==> src/rtl/if_fetch_if.sv <==
// if_fetch_if: the fetch unit's memory, redirect and consumer signals.
// Optional IF_FETCH_PERF_EN adds the perf_fetched / perf_stall counters.
interface if_fetch_if;
   logic        fetch_en;
   logic        redirect_valid;
   logic [31:0] redirect_pc;
   logic [31:0] mem_addr;
   logic [31:0] mem_dout;
   logic        inst_valid;
   logic [31:0] inst;
   logic [31:0] inst_pc;
   logic        inst_ready;
`ifdef IF_FETCH_PERF_EN
   logic [31:0] perf_fetched;
   logic [31:0] perf_stall;
`endif

   // Fetch unit side
   modport master (
      input  fetch_en, redirect_valid, redirect_pc, mem_dout, inst_ready,
      output mem_addr, inst_valid, inst, inst_pc
`ifdef IF_FETCH_PERF_EN
      , output perf_fetched, perf_stall
`endif
   );

   // Memory / consumer / control side
   modport slave (
      output fetch_en, redirect_valid, redirect_pc, mem_dout, inst_ready,
      input  mem_addr, inst_valid, inst, inst_pc
`ifdef IF_FETCH_PERF_EN
      , input perf_fetched, perf_stall
`endif
   );
endinterface

==> src/rtl/if_fetch.sv <==
// if_fetch: instruction fetch stage with a 4-entry instruction buffer in
// front of a synchronous (1-cycle read latency) instruction memory.
// Optional macro IF_FETCH_PERF_EN adds perf_fetched / perf_stall counters.
module if_fetch #(
   parameter logic [31:0] RESET_PC = 32'h0000_0000
) (
   input logic        clk,
   input logic        rst_n,
   if_fetch_if.master bus
);
   localparam logic [0:0] IDLE  = 1'b0;
   localparam logic [0:0] RUN   = 1'b1;
   localparam int         DEPTH = 4;

   // The state is the current fetch_en level, so the very first cycle after
   // reset release with fetch_en high already issues a read.
   logic [0:0]  state;
   logic [31:0] pc_reg;
   logic        inflight_reg;
   logic [2:0]  count_reg;
   logic [1:0]  rd_ptr_reg;
   logic [1:0]  wr_ptr_reg;
   logic [31:0] buf_inst_reg [DEPTH];
   logic [31:0] buf_pc_reg   [DEPTH];
   logic [2:0]  occupancy;
   logic        issue;
   logic        push;
   logic        pop;
   logic        valid;

   assign state     = bus.fetch_en ? RUN : IDLE;
   // Entries already buffered plus the one read still in flight; a read is
   // only issued when its data is guaranteed a free slot.
   assign occupancy = count_reg + {2'b00, inflight_reg};
   assign issue     = (state == RUN) && !bus.redirect_valid && (occupancy < 3'd4);
   assign valid     = (count_reg != 3'd0);
   // A redirect discards the returning read and blocks the pop.
   assign push      = inflight_reg && !bus.redirect_valid;
   assign pop       = valid && bus.inst_ready && !bus.redirect_valid;

   assign bus.mem_addr   = pc_reg;
   assign bus.inst_valid = valid;
   assign bus.inst       = buf_inst_reg[rd_ptr_reg];
   assign bus.inst_pc    = buf_pc_reg[rd_ptr_reg];

   // Program counter, outstanding-read flag and buffer bookkeeping.
   always_ff @(posedge clk or negedge rst_n) begin
      if (!rst_n) begin
         pc_reg       <= RESET_PC;
         inflight_reg <= 1'b0;
         count_reg    <= 3'd0;
         rd_ptr_reg   <= 2'd0;
         wr_ptr_reg   <= 2'd0;
      end else if (bus.redirect_valid) begin
         pc_reg       <= bus.redirect_pc;
         inflight_reg <= 1'b0;
         count_reg    <= 3'd0;
         wr_ptr_reg   <= rd_ptr_reg;
      end else begin
         inflight_reg <= issue;
         if (issue) pc_reg <= pc_reg + 32'd1;
         if (push)  wr_ptr_reg <= wr_ptr_reg + 2'd1;
         if (pop)   rd_ptr_reg <= rd_ptr_reg + 2'd1;
         case ({push, pop})
            2'b10:   count_reg <= count_reg + 3'd1;
            2'b01:   count_reg <= count_reg - 3'd1;
            default: count_reg <= count_reg;
         endcase
      end
   end

   // Buffer storage; the pc of the returning read is one behind pc_reg
   // because pc_reg advanced when that read was issued.
   always_ff @(posedge clk or negedge rst_n) begin
      if (!rst_n) begin
         for (int i = 0; i < DEPTH; i++) begin
            buf_inst_reg[i] <= 32'd0;
            buf_pc_reg[i]   <= 32'd0;
         end
      end else if (push) begin
         buf_inst_reg[wr_ptr_reg] <= bus.mem_dout;
         buf_pc_reg[wr_ptr_reg]   <= pc_reg - 32'd1;
      end
   end

`ifdef IF_FETCH_PERF_EN
   logic [31:0] fetched_reg;
   logic [31:0] stall_reg;

   assign bus.perf_fetched = fetched_reg;
   assign bus.perf_stall   = stall_reg;

   // Delivered-instruction and stalled-RUN-cycle counters (free-running wrap).
   always_ff @(posedge clk or negedge rst_n) begin
      if (!rst_n) begin
         fetched_reg <= 32'd0;
         stall_reg   <= 32'd0;
      end else begin
         if (valid && bus.inst_ready) fetched_reg <= fetched_reg + 32'd1;
         if ((state == RUN) && !issue && !bus.redirect_valid) stall_reg <= stall_reg + 32'd1;
      end
   end
`endif
endmodule

==> src/flat_wrapper.sv <==
// flat-port wrapper written by rule: the top's interface ports become plain ports
module if_fetch_flat 
#(
   parameter logic [31:0] RESET_PC = 32'h0000_0000
)
  (clk, rst_n, bus_fetch_en, bus_redirect_valid, bus_redirect_pc, bus_mem_dout, bus_inst_ready, bus_mem_addr, bus_inst_valid, bus_inst, bus_inst_pc);
  if_fetch_if bus_i ();
  input logic clk;
  input logic rst_n;
  input wire logic [$bits(bus_i.fetch_en)-1:0] bus_fetch_en;
  input wire logic [$bits(bus_i.redirect_valid)-1:0] bus_redirect_valid;
  input wire logic [$bits(bus_i.redirect_pc)-1:0] bus_redirect_pc;
  input wire logic [$bits(bus_i.mem_dout)-1:0] bus_mem_dout;
  input wire logic [$bits(bus_i.inst_ready)-1:0] bus_inst_ready;
  output wire logic [$bits(bus_i.mem_addr)-1:0] bus_mem_addr;
  output wire logic [$bits(bus_i.inst_valid)-1:0] bus_inst_valid;
  output wire logic [$bits(bus_i.inst)-1:0] bus_inst;
  output wire logic [$bits(bus_i.inst_pc)-1:0] bus_inst_pc;
  assign bus_i.fetch_en = bus_fetch_en;
  assign bus_i.redirect_valid = bus_redirect_valid;
  assign bus_i.redirect_pc = bus_redirect_pc;
  assign bus_i.mem_dout = bus_mem_dout;
  assign bus_i.inst_ready = bus_inst_ready;
  assign bus_mem_addr = bus_i.mem_addr;
  assign bus_inst_valid = bus_i.inst_valid;
  assign bus_inst = bus_i.inst;
  assign bus_inst_pc = bus_i.inst_pc;
  if_fetch #(.RESET_PC(RESET_PC)) u_core (.clk(clk), .rst_n(rst_n), .bus(bus_i));
endmodule
==> config.mk <==
export PLATFORM = sky130hd
export DESIGN_NAME = if_fetch_flat
export DESIGN_NICKNAME = d
export VERILOG_FILES = /design/src/rtl/if_fetch_if.sv /design/src/rtl/if_fetch.sv /design/src/flat_wrapper.sv
export SDC_FILE = /design/constraint.sdc
export NUM_CORES = 1
export LEC_CHECK = 0
export ABC_AREA = 0
export BUFFER_PORTS_ARGS = -buffer_cell sky130_fd_sc_hd__buf_2
export CAP_MARGIN = 40
export CORE_ASPECT_RATIO = 1.2
export CORE_UTILIZATION = 38
export CTS_CLUSTER_DIAMETER = 150
export DETAILED_ROUTE_END_ITERATION = 6
export PLACE_DENSITY = 0.62
export SLEW_MARGIN = 10
export SYNTH_ARGS = -nofsm -noshare
export SYNTH_HDL_FRONTEND = slang
export SYNTH_SLANG_ARGS = --single-unit
==> constraint.sdc <==
create_clock -name clk -period 4.51 [get_ports clk]
set_input_delay 0.6765 -clock clk [delete_from_list [all_inputs] [get_ports clk]]
set_output_delay 0.6765 -clock clk [all_outputs]
set_load 0.03 [all_outputs]
==> flow_metrics.env, run 1 <==
export IMPL_status="complete, no violations"
export IMPL_first_pass_iters=4
export IMPL_syn_area_um2=13700
export IMPL_cts_resized=0
export IMPL_min_period_ns=3.43
export IMPL_wl_per_cell_um=18.6
export IMPL_multiInputGateArea_um2=5900
export IMPL_vias=9082
export IMPL_ys_types=46
export IMPL_synthTopCellsByArea="dfrtp_1 54%, mux2_2 11%, mux4_2 11%"
export IMPL_start_util_pct=38.9
export IMPL_synthCells=1125
export IMPL_cp_max_fo=37
export IMPL_ant_nets=0
export IMPL_first_global_vias=9463
export IMPL_grt_pass1_wl_um=52500
export IMPL_die_h_um=210
export IMPL_r2r_end="u_core.buf_inst_reg[122]"
export IMPL_cts_sinks=296
export IMPL_hold_path_class="primary input to async pin"
export IMPL_fin_nets=1328
export IMPL_critPathCaptureType="primary output"
export IMPL_drt_vias_per_instance=5.23
export IMPL_path_class="register to primary output"
export IMPL_slew_limit_headroom_pct=42.7
export IMPL_grt_overflow=0
export IMPL_crit_path_start_kind="register"
export IMPL_reg2reg_slack_ns=1.91
export IMPL_crit_arrival_ns=2.76
export IMPL_worst_slack_ns=1.08
export IMPL_drtIter0Drc=412
export IMPL_cts_setup_buffers=0
export IMPL_cts_tree="built"
export IMPL_mostFrequentLayoutCell="dfrtp_1"
export IMPL_track_usage_pct=18.0
export IMPL_io_pins=166
export IMPL_regArea_um2=7410
export IMPL_finalMaxSlewViolations=0
export IMPL_setup_tns_ns=0
export IMPL_setup_violations=0
export IMPL_fill_cells=3265
export IMPL_vdd_drop_max_mv=0.332
export IMPL_synth_top_area_cell="dfrtp_1"
export IMPL_worst_pin_slew_ns=0.859
export IMPL_antenna_found_initial=0
export IMPL_io_buffer_count=165
export IMPL_clockBufferDepth=3
export IMPL_grt_max_degree=104
export IMPL_rows=75
export IMPL_rr_worst_depth=4
export IMPL_yosysSeqAreaShare_pct=54.1
export IMPL_worstPathRequired_ns=3.83
export IMPL_synth_edf_count=0
export IMPL_drive_above_1_share_pct=35.0
export IMPL_finalHoldViolCount=0
export IMPL_yosys_warnings=0
export IMPL_gp_congestion=0.735
export IMPL_cap_violations=0
export IMPL_clk_latency_ns=0.56
export IMPL_mostFrequentLayoutCells="294 x dfrtp_1, 178 x nand2_1, 164 x buf_2"
export IMPL_drc=0
export IMPL_async_flop_share_pct=100
export IMPL_max_freq_mhz=291
export IMPL_cts_clk_slew_worst_paths_ns=0.06
export IMPL_r2r_start="u_core.inflight_reg"
export IMPL_dp_worst_setup_slack_ns=1.59
export IMPL_leakage_nw=7.13
export IMPL_syn_avg_cell_area_um2=12.2
export IMPL_dieWidth_um=175
export IMPL_cts_htree_levels=1
export IMPL_synth_seq_cells=296
export IMPL_finalWirelength_um=32300
export IMPL_syn_to_final_growth_pct=16.9
export IMPL_synth_ff_type="dfrtp_1"
export IMPL_numCtsBuffers=31
export IMPL_yosysTopAreaCellShare_pct=54.1
export IMPL_die_area_um2=36800
export IMPL_cts_hold_fix_buffers=0
export IMPL_hpwl_um=21900
export IMPL_antenna_cells=0
export IMPL_rsz0062_at_grt="no"
export IMPL_fin_skew_ns=0.0191
export IMPL_syn_nets=1201
export IMPL_coreArea_um2=35200
export IMPL_period_share_pct=76.1
export IMPL_cts_root_buf="clkbuf_16"
export IMPL_power_density_nw_per_um2=700
## layer usage
metal / track usage (%) / vias up / share of wire [%]
met4: 5.01 / 0 / 1.9
li1: - / 4270 / -
met3: 2.68 / 41 / 4.7
met5: 0 / - / 0
met2: 29.4 / 216 / 48
met1: 25.0 / 4555 / 45
## Yosys cell counts, types with 8 or more instances
cell type  count
or3_1          9
nand2_1      182
nor2_1        13
dfrtp_1      296
nor4_1        14
buf_1         18
xor2_1        12
buf_2         18
xnor2_1       49
nor3_1        21
nand4_1        8
inv_1         11
nor4_2         8
o21ai_0      137
mux4_2        64
clkbuf_1      52
o21ai_1       21
mux2_2       129
## final cells by class
class	count	area share, %
Sequential cell	296	46.3
Multi-Input combinational cell	729	36.9
Tap cell	462	3.61
Inverter	11	0.258
Clock buffer	47	5.91
Clock inverter	9	0.485
Timing Repair Buffer	183	6.54
## stage by stage
step | util, % | area [um2] | std cells | total power [mW] | hold slack, ns
2_1_floorplan | - | 13700 | 1125 | 7.47 | 0.381
3_3_place_gp | 42.6 | 15000 | 1681 | 8.67 | 0.457
3_5_place_dp | 42.6 | 15000 | 1681 | 8.79 | 0.467
4_1_cts | 45.5 | 16000 | 1737 | 11.3 | 0.199
5_1_grt | 45.5 | 16000 | 1737 | 11.9 | 0.221
6_report | 45.5 | 16000 | 1737 | 11.2 | 0.165
## worst max path at each step
stage,start,to,slack (ns),depth (start not counted)
finish,u_core.rd_ptr_reg[0],bus_inst_pc[2],1.08,3
global placement,u_core.rd_ptr_reg[0],bus_inst_pc[2],1.60,3
global route,u_core.rd_ptr_reg[0],bus_inst_pc[2],0.89,3
floorplan,bus_redirect_valid,u_core.count_reg[2],2.16,7
detailed placement,u_core.rd_ptr_reg[0],bus_inst_pc[2],1.59,3
CTS,u_core.rd_ptr_reg[0],bus_inst_pc[2],0.98,3
## power by group
group | total, mW | switching, mW | internal [mW] | leakage (nW)
clock | 2.54 | 1.05 | 1.49 | 0.513
combinational | 4.15 | 2.28 | 1.87 | 2.86
sequential | 4.51 | 0.800 | 3.71 | 3.75
total | 11.2 | 4.13 | 7.08 | 7.13
## cell families (layout without fill, tap and decap cells)
| group | count (synthesis) | in the layout | share of synthesized area, % |
|---|---|---|---|
| multiplexers | 195 | 195 | 21.3 |
| buffers and inverters | 100 | 250 | 2.96 |
| AO/OA/AOI/OAI | 175 | 175 | 6.74 |
| flip-flops | 296 | 296 | 54.1 |
| adder cells (fa/ha/maj) | 7 | 7 | 0.695 |
| AND/OR/NAND/NOR | 291 | 291 | 10.2 |
| XOR/XNOR | 61 | 61 | 3.91 |
## critical path, cell delays in order, from the launching register on
cell	delay (ns)
dfrtp_4	0.91
buf_4	0.47
mux4_2	0.58
buf_2	0.20
Note: power is estimated with default switching activity, not from simulation.
==> inputs of run 2 (changes only) <==
ABC_AREA = 1   (was 0)
clock period = 3.17 ns   (was 4.51 ns; I/O delays follow)
==> run 2 against run 1 <==
Design area rose by 8.9%. Combinational power increased by 85%. Sequential share of layout area down 3.8 points. Sequential power grew 43%. Via count grew 49%. First-iteration DRC count is 110% higher. Power rose by 62%. Hold slack worse by 0.0028 ns. Clock-buffer cell count fell by 1. Wire length rose by 34%.
==> flow_metrics.env, run 2 <==
export IMPL_coreArea_um2=38900
export IMPL_cts_sinks=296
export IMPL_numCtsBuffers=34
export IMPL_synth_top_area_cell="dfrtp_1"
export IMPL_yosysMostFrequentCell="nand2_1"
export IMPL_rsz0062_at_grt="no"
export IMPL_synth_edf_count=0
export IMPL_syn_avg_cell_area_um2=7.52
export IMPL_cts_setup_buffers=0
export IMPL_ant_nets=0
export IMPL_placed_area_um2=16300
export IMPL_first_pass_iters=7
export IMPL_power_density_nw_per_um2=1040
export IMPL_mostFrequentLayoutCell="nand2_1"
export IMPL_rr_worst_depth=5
export IMPL_worst_slack_ns=0.212
export IMPL_syn_to_final_growth_pct=15.7
export IMPL_syn_nets=2078
export IMPL_track_usage_pct=21.7
export IMPL_yosysSeqAreaShare_pct=49.2
export IMPL_yosys_warnings=0
export IMPL_finalMaxSlewViolations=0
export IMPL_wl_per_cell_um=16.3
export IMPL_crit_arrival_ns=2.48
export IMPL_synthTopCellsByArea="dfrtp_1 49%, nand2_1 18%, o21ai_0 9.3%"
export IMPL_first_global_vias=13100
export IMPL_ys_types=33
export IMPL_yosysTopAreaCellShare_pct=49.2
export IMPL_cts_htree_levels=2
export IMPL_drt_vias_per_instance=5.09
export IMPL_period_share_pct=93.3
export IMPL_final_cell_area_um2=17400
export IMPL_min_period_ns=2.96
export IMPL_die_area_um2=40400
export IMPL_utilization_pct=44.7
export IMPL_fin_nets=2173
export IMPL_antenna_cells=0
export IMPL_die_h_um=220
export IMPL_worst_pin_slew_ns=0.740
export IMPL_hold_path_class="primary input to register"
export IMPL_grt_overflow=0
export IMPL_gp_congestion=0.904
export IMPL_async_flop_share_pct=100
export IMPL_vias=13500
export IMPL_placed_cells=2586
export IMPL_start_util_pct=38.7
export IMPL_finalHoldViolCount=0
export IMPL_slowest_delay_ns=0.67
export IMPL_path_class="register to primary output"
export IMPL_finalNonFillerCells=2649
export IMPL_grt_max_degree=129
export IMPL_io_buffer_count=165
export IMPL_mostFrequentLayoutCells="702 x nand2_1, 294 x dfrtp_1, 281 x o21ai_0"
export IMPL_synthCells=2002
export IMPL_worstPathRequired_ns=2.69
export IMPL_synth_top_cells_by_count="706 x nand2_1, 296 x dfrtp_1, 281 x o21ai_0, 223 x nor2_1, 92 x inv_1"
export IMPL_holdPathStages=3
export IMPL_clk_latency_ns=0.53
export IMPL_setup_violations=0
export IMPL_finalWirelength_um=43200
export IMPL_fin_skew_ns=0.0150
export IMPL_p_total_mw=18.1
export IMPL_dieWidth_um=184
export IMPL_setup_tns_ns=0
export IMPL_cts_tree="built"
export IMPL_cp_max_fo=33
export IMPL_antenna_found_initial=0
export IMPL_dp_worst_setup_slack_ns=0.782
export IMPL_max_freq_mhz=338
export IMPL_clockBufferDepth=3
export IMPL_drive_above_1_share_pct=14.6
export IMPL_leakage_nw=8.77
export IMPL_syn_area_um2=15100
export IMPL_hold_slack_ns=0.162
export IMPL_drc=0
export IMPL_drtIter0Drc=872
export IMPL_critPathSlowestCell="dfrtp_2"
export IMPL_grt_pass1_wl_um=69500
export IMPL_cts_clk_slew_worst_paths_ns=0.06
export IMPL_vdd_drop_max_mv=0.478
export IMPL_slew_limit_headroom_pct=50.7
export IMPL_cts_root_buf="clkbuf_16"
export IMPL_path_cells="inv_2 > buf_4 > o21ai_0 > o22ai_1 > buf_2"
export IMPL_hpwl_um=28300
export IMPL_critPathCaptureType="primary output"
export IMPL_crit_path_start_kind="register"
export IMPL_cap_violations=0
export IMPL_synth_seq_cells=296
export IMPL_status="complete, no violations"
export IMPL_synth_ff_type="dfrtp_1"
export IMPL_rows=79
export IMPL_io_pins=166
-- run 2: cell count changes after synthesis, moves of 53 or more --
cell	delta
nand2_1	+524
mux2_2	-129
mux4_2	-64
o22ai_1	+65
nor2_1	+210
buf_2	+53
o21ai_0	+144
nand3_1	+81
inv_1	+81
-- run 2: final timing paths --
| kind | startpoint | endpoint | slack, ns |
|---|---|---|---|
| worst max-delay path | u_core.rd_ptr_reg[1] | bus_inst_pc[31] | 0.21 |
| worst min-delay path | bus_redirect_pc[17] | u_core.bus.mem_addr[17] | 0.16 |
| worst max register to register | u_core.wr_ptr_reg[0] | u_core.buf_inst_reg[34] | 1.03 |
| worst min register to register | u_core.buf_pc_reg[89] | u_core.buf_pc_reg[89] | 0.47 |
| max in group asynchronous | rst_n | u_core.buf_inst_reg[36] | 1.77 |
| min in group asynchronous | rst_n | u_core.buf_inst_reg[22] | 0.51 |
-- run 2: cells by family (layout without fill, tap and decap cells) --
family | Yosys count | after routing | share of synthesized area (%)
and+or+nand+nor | 1081 | 1081 | 29.3
buffers and inverters | 230 | 351 | 6.66
adders and majority gates | 7 | 7 | 0.632
AOI/OAI and AO/OA | 365 | 365 | 12.7
xor gates and xnor gates | 23 | 23 | 1.49
DFF | 296 | 296 | 49.2
-- run 2: timing repair --
action	4_1_cts	5_1_grt
setup endpoints to repair	0	0
hold buffers	1	0
hold endpoints to repair	73	0
gates resized for setup	0	0
-- run 2: cell type report --
cell class	instances	area (um2)
flip-flops and latches	296	7410
clock inverters	16	201
inverters	100	377
fillers	3990	21500
multi-input cells	1476	6680
clock buffers	46	936
well taps	526	658
repair buffers	189	1170
-- run 2: critical path, delay by kind of cell, from the launching register on --
family          cells  cell delay (ns)
flops               1             0.67
buf+inv             3             0.93
compound gates      2             0.35
-- run 2: where the power goes --
group | leakage, nW | internal [mW] | switching (mW)
Combinational | 4.45 | 2.40 | 5.28
Clock | 0.561 | 2.41 | 1.59
Sequential | 3.76 | 5.36 | 1.10
-- run 2: metal layers --
metal / wire, um / part of all wire (%) / GRT usage [%] / up-vias
li1: - / - / - / 6600
met1: 19200 / 45 / 28.4 / 6396
met2: 20500 / 47 / 37.0 / 430
met3: 2290 / 5.3 / 3.01 / 69
met4: 1170 / 2.7 / 6.89 / 0
met5: 0 / 0 / 0 / -
==> inputs of run 3 (changes only) <==
PLACE_DENSITY = 0.64   (was 0.62)
clock period = 2.35 ns   (was 3.17 ns; I/O delays follow)
==> run 3 against run 2 <==
Design area rose by 2.2%. Critical path depth did not move. Core utilization rose by 0.98 points. Hold slack got worse by 0.12 ns. First-iteration DRC count rose by 15%. Clock skew fell by 0.00091 ns. Critical endpoint is now bus_inst_pc[6].
==> flow_metrics.env, run 3 (same netlist as run 2, synthesis figures left out) <==
export IMPL_status="complete, no violations"
export IMPL_min_period_ns=2.31
export IMPL_grt_pass1_wl_um=72400
export IMPL_coreArea_um2=38900
export IMPL_ant_nets=0
export IMPL_leakage_nw=8.94
export IMPL_mostFrequentLayoutCell="nand2_1"
export IMPL_rsz0062_at_grt="yes"
export IMPL_setup_tns_ns=0
export IMPL_met1_length_um=20100
export IMPL_mostFrequentLayoutCells="702 x nand2_1, 294 x dfrtp_1, 278 x o21ai_0"
export IMPL_worstPathRequired_ns=2.00
export IMPL_antenna_found_initial=0
export IMPL_io_pins=166
export IMPL_fin_nets=2196
export IMPL_drt_vias_per_instance=5.22
export IMPL_period_share_pct=98.2
export IMPL_hold_path_class="primary input to register"
export IMPL_cts_tree="built"
export IMPL_path_class="register to primary output"
export IMPL_finalMaxSlewViolations=0
export IMPL_final_cell_area_um2=17800
export IMPL_worst_slack_ns=0.0432
export IMPL_dp_worst_setup_slack_ns=0.379
export IMPL_power_density_nw_per_um2=1430
export IMPL_cap_violations=0
export IMPL_dieWidth_um=184
export IMPL_first_global_vias=13600
export IMPL_first_pass_iters=6
export IMPL_hold_slack_ns=0.0431
export IMPL_cts_htree_levels=2
export IMPL_cts_root_buf="clkbuf_16"
export IMPL_setup_violations=0
export IMPL_drive_above_1_share_pct=15.6
export IMPL_start_util_pct=38.7
export IMPL_track_usage_pct=22.7
export IMPL_cts_sinks=296
export IMPL_dr_wl_met2_um=22100
export IMPL_placed_area_um2=16400
export IMPL_wl_per_cell_um=17.4
export IMPL_path_cells="clkinv_8 > buf_12 > o21ai_0 > o22ai_1 > buf_4"
export IMPL_drc=0
export IMPL_cp_max_fo=32
export IMPL_rows=79
export IMPL_crit_arrival_ns=1.95
export IMPL_cts_clk_slew_worst_paths_ns=0.06
export IMPL_met3_length_um=2610
export IMPL_grt_overflow=0
export IMPL_die_area_um2=40400
export IMPL_slowest_delay_ns=0.56
export IMPL_numCtsBuffers=35
export IMPL_critPathSlowestCell="dfrtp_4"
export IMPL_fin_skew_ns=0.0141
export IMPL_gp_congestion=0.918
export IMPL_highest_layer="met4"
export IMPL_vias=13900
export IMPL_critPathCaptureType="primary output"
export IMPL_io_buffer_count=165
export IMPL_finalHoldViolCount=0
export IMPL_vdd_drop_max_mv=0.636
export IMPL_clk_latency_ns=0.53
export IMPL_finalNonFillerCells=2669
export IMPL_utilization_pct=45.7
export IMPL_hpwl_um=29000
export IMPL_die_h_um=220
export IMPL_drtIter0Drc=1004
export IMPL_placed_cells=2600
export IMPL_fill_cells=3946
export IMPL_slew_limit_headroom_pct=53.1
export IMPL_crit_path_start_kind="register"
export IMPL_worst_pin_slew_ns=0.704
export IMPL_max_freq_mhz=434
export IMPL_clockBufferDepth=3
export IMPL_syn_to_final_growth_pct=18.3
export IMPL_grt_max_degree=89
export IMPL_antenna_cells=0
export IMPL_finalWirelength_um=46300
export IMPL_p_total_mw=25.4
run 3: cell count changes in the layout (fill, tap and decap cells not counted), moves of 3 or more:
cell | previous run | this run
buf_12 | 8 | 14
buf_2 | 164 | 141
buf_4 | 12 | 41
bufinv_16 | 4 | 0
clkbuf_16 | 34 | 39
clkbuf_4 | 0 | 4
clkbuf_8 | 4 | 7
clkinv_2 | 9 | 3
o21ai_0 | 281 | 278
o21ai_1 | 16 | 19
o22ai_1 | 65 | 59
o22ai_2 | 0 | 6
run 3: worst max-delay path, delay by kind of cell (launching register included):
kind	cells	cell delay (ns)
flip-flops	1	0.56
buffers and inverters	3	0.52
AO/OA/AOI/OAI	2	0.32
run 3: timing repair:
item	4_1_cts	5_1_grt
cloned	2	3
pin swaps	0	1
hold buffers	1	0
setup buffers	0	3
hold endpoints to repair	71	0
endpoints found under the setup margin	54	50
gates resized for setup	30	18
run 3: final timing paths:
kind                                              start                  endpoint  slack (ns)  cells after the start
min in group asynchronous                         rst_n  u_core.buf_inst_reg[118]        0.43                      2
worst min register to register  u_core.buf_inst_reg[36]   u_core.buf_inst_reg[36]        0.48                      2
max in group asynchronous                         rst_n   u_core.buf_inst_reg[77]        1.10                      3
worst max register to register  u_core.bus.mem_addr[12]     u_core.buf_pc_reg[79]        0.43                      6
worst max-delay path               u_core.rd_ptr_reg[0]            bus_inst_pc[6]        0.04                      5
worst min-delay path                 bus_redirect_pc[9]    u_core.bus.mem_addr[9]        0.04                      3
run 3: area by class of cell:
class                      count  area [um2]  share of cell area, %
sequential                   296        7410                   41.6
multi-input combinational   1476        6710                   37.7
timing repair buffer         211        1540                   8.63
clock buffer                  53        1030                   5.81
tap                          526         658                   3.70
inverter                     100         395                   2.22
clock inverter                 7        56.3                  0.316
run 3: where the power goes:
part	total (mW)	internal (mW)	switching [mW]
clock network	5.19	3.04	2.14
registers	8.70	7.23	1.47
logic	11.6	3.92	7.64
run 3: layer usage:
metal  up-vias  track usage [%]
li1       6658                -
met1      6687             29.0
met2       494             39.1
met3        85             3.06
met4         0             8.50
met5         -                0
